File: src/rtl/rr_arbiter3.sv
`default_nettype none
// ============================================================================
//  Module   : rr_arbiter3
//  Purpose  : Three-requester round-robin arbiter for a single shared
//             resource. Grants one requester, strobes the resource, waits
//             for completion (or a timeout) and reports done/err back.
//  Revision : 1.0 - initial release
// ============================================================================
module rr_arbiter3 #(
    parameter int BITS    = 1,
    parameter int TIMEOUT = 15
) (
    input  logic            clk,
    input  logic            reset_n,
    input  logic [2:0]      req,
    input  logic [BITS-1:0] data0,
    input  logic [BITS-1:0] data1,
    input  logic [BITS-1:0] data2,
    input  logic            res_done,
    output logic [2:0]      gnt,
    output logic [2:0]      done,
    output logic [2:0]      err,
    output logic            res_start,
    output logic [BITS-1:0] res_data,
    output logic            busy
);

    localparam logic [7:0] c_TIMEOUT = 8'(TIMEOUT);

    typedef enum logic [1:0] {
        S_IDLE   = 2'd0,
        S_START  = 2'd1,
        S_WAIT   = 2'd2,
        S_FINISH = 2'd3
    } state_t;

    state_t          r_state;
    state_t          w_next_state;
    logic [1:0]      r_ptr;
    logic [1:0]      r_idx;
    logic [7:0]      r_cnt;
    logic [2:0]      r_gnt;
    logic [2:0]      r_done;
    logic [2:0]      r_err;
    logic [BITS-1:0] r_data;

    logic            w_found;
    logic [1:0]      w_win;
    logic [1:0]      w_c0;
    logic [1:0]      w_c1;
    logic [1:0]      w_c2;
    logic            w_timeout;

    // Pointer only ever holds 0..2, so the wrap is explicit rather than a modulo.
    function automatic logic [1:0] inc3(input logic [1:0] v);
        return (v == 2'd2) ? 2'd0 : v + 2'd1;
    endfunction

    function automatic logic req_at(input logic [2:0] r, input logic [1:0] i);
        case (i)
            2'd0:    return r[0];
            2'd1:    return r[1];
            2'd2:    return r[2];
            default: return 1'b0;
        endcase
    endfunction

    function automatic logic [2:0] onehot(input logic [1:0] i);
        case (i)
            2'd0:    return 3'b001;
            2'd1:    return 3'b010;
            2'd2:    return 3'b100;
            default: return 3'b000;
        endcase
    endfunction

    // Round-robin scan starting at the pointer; first set request wins.
    always_comb begin
        w_c0    = r_ptr;
        w_c1    = inc3(w_c0);
        w_c2    = inc3(w_c1);
        w_found = 1'b1;
        w_win   = w_c0;
        if (req_at(req, w_c0)) begin
            w_win = w_c0;
        end else if (req_at(req, w_c1)) begin
            w_win = w_c1;
        end else if (req_at(req, w_c2)) begin
            w_win = w_c2;
        end else begin
            w_found = 1'b0;
        end
    end

    // Timeout fires on the WAIT cycle in which the counter would reach TIMEOUT.
    assign w_timeout = ((r_cnt + 8'd1) == c_TIMEOUT);

    // Next-state logic; res_done takes priority over the timeout in WAIT.
    always_comb begin
        w_next_state = r_state;
        case (r_state)
            S_IDLE:   if (w_found) w_next_state = S_START;
            S_START:  w_next_state = S_WAIT;
            S_WAIT:   if (res_done || w_timeout) w_next_state = S_FINISH;
            S_FINISH: w_next_state = S_IDLE;
            default:  w_next_state = S_IDLE;
        endcase
    end

    // State register.
    always_ff @(posedge clk or negedge reset_n) begin
        if (!reset_n) r_state <= S_IDLE;
        else          r_state <= w_next_state;
    end

    // Grant/payload latching, wait counter, completion flags and pointer update.
    always_ff @(posedge clk or negedge reset_n) begin
        if (!reset_n) begin
            r_ptr  <= 2'd0;
            r_idx  <= 2'd0;
            r_cnt  <= 8'd0;
            r_gnt  <= 3'b000;
            r_done <= 3'b000;
            r_err  <= 3'b000;
            r_data <= '0;
        end else begin
            case (r_state)
                S_IDLE: begin
                    if (w_found) begin
                        r_idx <= w_win;
                        r_gnt <= onehot(w_win);
                        case (w_win)
                            2'd0:    r_data <= data0;
                            2'd1:    r_data <= data1;
                            default: r_data <= data2;
                        endcase
                    end
                end
                S_START: begin
                    r_cnt <= 8'd0;
                end
                S_WAIT: begin
                    if (res_done)       r_done <= r_gnt;
                    else if (w_timeout) r_err  <= r_gnt;
                    else                r_cnt  <= r_cnt + 8'd1;
                end
                S_FINISH: begin
                    r_done <= 3'b000;
                    r_err  <= 3'b000;
                    r_gnt  <= 3'b000;
                    r_data <= '0;
                    r_ptr  <= inc3(r_idx);
                end
                default: ;
            endcase
        end
    end

    assign gnt       = r_gnt;
    assign done      = r_done;
    assign err       = r_err;
    assign res_data  = r_data;
    assign res_start = (r_state == S_START);
    assign busy      = (r_state != S_IDLE);

`ifdef FORMAL
    // Strobe confinement, one-hot-or-zero outputs and busy consistency.
    always_comb begin
        assert (done == 3'b000 || r_state == S_FINISH);
        assert (err == 3'b000 || r_state == S_FINISH);
        assert (!res_start || r_state == S_START);
        assert ((gnt & (gnt - 3'd1)) == 3'b000);
        assert ((done & (done - 3'd1)) == 3'b000);
        assert ((err & (err - 3'd1)) == 3'b000);
        assert (busy == (r_state != S_IDLE));
    end
`endif

endmodule
`default_nettype wire

File: config.mk
export PLATFORM = sky130hd
export DESIGN_NAME = rr_arbiter3
export DESIGN_NICKNAME = d
export VERILOG_FILES = /design/src/rtl/rr_arbiter3.sv
export SDC_FILE = /design/constraint.sdc
export NUM_CORES = 1
export LEC_CHECK = 0
export CORE_ASPECT_RATIO = 0.5
export CORE_UTILIZATION = 35
export DETAILED_ROUTE_END_ITERATION = 10
export GPL_ROUTABILITY_DRIVEN = 0
export SKIP_LAST_GASP = 1
export SLEW_MARGIN = 20
export SYNTH_ARGS = -nofsm -noshare
export SYNTH_HDL_FRONTEND = slang
export SYNTH_SLANG_ARGS = --single-unit
File: constraint.sdc
create_clock -name clk -period 2.2 [get_ports clk]
set_clock_uncertainty 0.1 [all_clocks]
set_input_delay 0.22 -clock clk [delete_from_list [all_inputs] [get_ports clk]]
set_output_delay 0.22 -clock clk [all_outputs]
set_load 0.005 [all_outputs]
==> impl_metrics.yaml <==
drt:
  antenna_left: 0
  dr_total_vias: 1234
  wire_per_inst_um: 12.69
  vias_per_cell: 5.099
  drtPass1Iterations: 4
  drt-initial-drc-count: 87
  totalWireLength_mm: 3.072
  drc: 0
clock_tree:
  cts.sinks: 24
  cts_tree: "built"
  htree_levels: 1
  clk_pin_slew_worst_paths_ps: 90
  cts_buffers: 3
  insertion_delay_ps: 270
  cts-root-buf: "clkbuf_8"
  cts_buffer_depth: 2
synthesis:
  synth-seq-area-share: 0.3997
  ys_ff_latch: 24
  synth_cell_types: 43
  yosys_warnings: 0
  synth_edf_count: 0
  ys.flop_type: "dfrtp_1"
  async_flop_share: 1.000
  synth_cells: 164
  syn-mean-instance-area_um2: 9.163
  synth_fp_nets: 179
  syn_area_um2: 1503
critical_path:
  worstSetupStartpointType: "flop"
  required_ps: 2250
  path_max_fanout: 5
  critPathArrivalTime_ps: 2110
  critPathKind: "reg2reg"
  r2r_slack_ps: 140
  crit_path_end_kind: "flop"
layout:
  areaGrowthSynthToFinish_pct: 21.73
  fillCellCount: 381
  final_cells: 242
  final_common_cell: "dfrtp_1"
  nets: 204
  final_layout_size_suffix_gt1_frac: 0.1064
  antennaDiodeCount: 0
  layout_common_cells: "24 x dfrtp_1, 20 x nand2_1, 20 x clkdlybuf4s50_1"
sta:
  max-slew-margin-rel: 0.6752
  period_share: 0.9384
  fmax_mhz: 484.4
  fin_crit_ps: 2064
  tightest_slew_ps: 487.2
  setup-tns-final_ps: 0
  maxSlewViolCount: 0
  finalSetupViolCount: 0
  rsz0062_at_grt: "no"
  hold_violations: 0
placed_design:
  hpwl_mm: 2.345
  io_buffers: 20
  dp.cells: 237
status:
  status: "completed"
grt:
  antenna_found_initial: 0
  grt_max_degree: 25
  grt_pass1_wl_mm: 5.340
  grt_pass1_vias: 1154
  overflow: 0
  grt_usage: 0.1473
die:
  chipHeight_um: 48.34
  core_area_um2: 4004
  initial_core_util: 0.3753
  die_w_um: 94.67
  io-pin-count: 21
  rows: 16
  die-area_um2: 4576
power:
  irDropWorstVdd_uv: 381.1
  p_leak_nw: 0.7341
  power.density_nw_per_um2: 1069
run:
  drv_cap: 0
min_path:
  min_path_type: "in2async"
-- per-stage QoR --
step | area (µm²) | setup slack [ps] | hold WS [ps] | util | power, mW
6_report | 1829 | 135.6 | 208.6 | 0.4569 | 1.956
5_1_grt | 1829 | 37.37 | 241.4 | 0.4569 | 2.138
4_1_cts | 1815 | 99.61 | 221.7 | 0.4534 | 1.975
3_5_place_dp | 1760 | 115.1 | 388.4 | 0.4397 | 1.669
3_3_place_gp | 1760 | 189.1 | 378.9 | 0.4397 | 1.640
2_1_floorplan | 1503 | 263.7 | -175.6 | - | 1.367
-- registers in the layout (all words and copies together) (netlist names) --
signal    flops
r_idx         2
r_ptr         2
gnt           3
res_data      1
done          3
err           3
r_cnt         8
r_state       2
-- worst max-delay path, cell delays in order, from the launching register on --
cell     delay, ps
dfrtp_1        430
ha_2           230
xnor2_1        160
nor4_4         320
a41oi_4        180
a21oi_2        200
mux2_1         330
-- worst paths after layout --
path | cells past startpoint | to | startpoint
worst max-delay path | 6 | r_state[1] | r_cnt[0]
worst min-delay path | 2 | r_cnt[6] | reset_n
worst max register to register | 6 | r_state[1] | r_cnt[0]
worst min register to register | 2 | done[2] | done[2]
max in group asynchronous | 2 | r_ptr[1] | reset_n
min in group clk | 2 | done[2] | done[2]
-- synth_stat cells, drive strengths merged, types with 3 or more instances --
library cell,number,share of area
a21oi,4,0.016
a31oi,7,0.029
and2,3,0.012
buf,4,0.026
dfrtp,24,0.40
ha,6,0.050
inv,12,0.030
nand2,20,0.050
nand2b,3,0.012
nand3,8,0.027
nand3b,3,0.015
nor2,6,0.015
nor2b,9,0.037
nor3,3,0.010
o21ai,19,0.063
o311ai,3,0.017
xnor2,3,0.022
-- cell families after synthesis --
family,after synthesis,synth area share
flops,24,0.3997
xor+xnor,3,0.02249
mux,4,0.02831
simple gates,62,0.2223
compound gates,47,0.2157
fa+ha+maj,6,0.04996
buf+inv,18,0.06160
-- layout make-up --
| class | instances | area, µm² | share of cell area |
|---|---|---|---|
| Tap cell | 54 | 67.56 | 0.03694 |
| Clock buffer | 4 | 55.05 | 0.03010 |
| Multi-Input combinational cell | 122 | 815.8 | 0.4460 |
| Sequential cell | 24 | 600.6 | 0.3283 |
| Timing Repair Buffer | 26 | 245.2 | 0.1341 |
| Inverter | 12 | 45.04 | 0.02462 |
-- layer usage --
| metal | part of all wire | track usage |
|---|---|---|
| met5 | 0 | 0 |
| met4 | 0 | 0.02525 |
| met3 | 0.022 | 0.03459 |
| met2 | 0.48 | 0.2542 |
| met1 | 0.49 | 0.1903 |
-- where the power goes --
group | leakage, nW | switching, mW | total, mW | internal (mW)
Sequential | 0.318 | 0.151 | 0.731 | 0.580
Clock | 0.0288 | 0.141 | 0.300 | 0.160
Combinational | 0.387 | 0.469 | 0.924 | 0.455
-- what timing repair did --
item                                    in CTS  in global routing
endpoints found under the setup margin       0                  1
gates resized for setup                      0                  2
buffers inserted                             0                  1
hold buffers                                 0                  0
(Power assumes the default switching activity.)
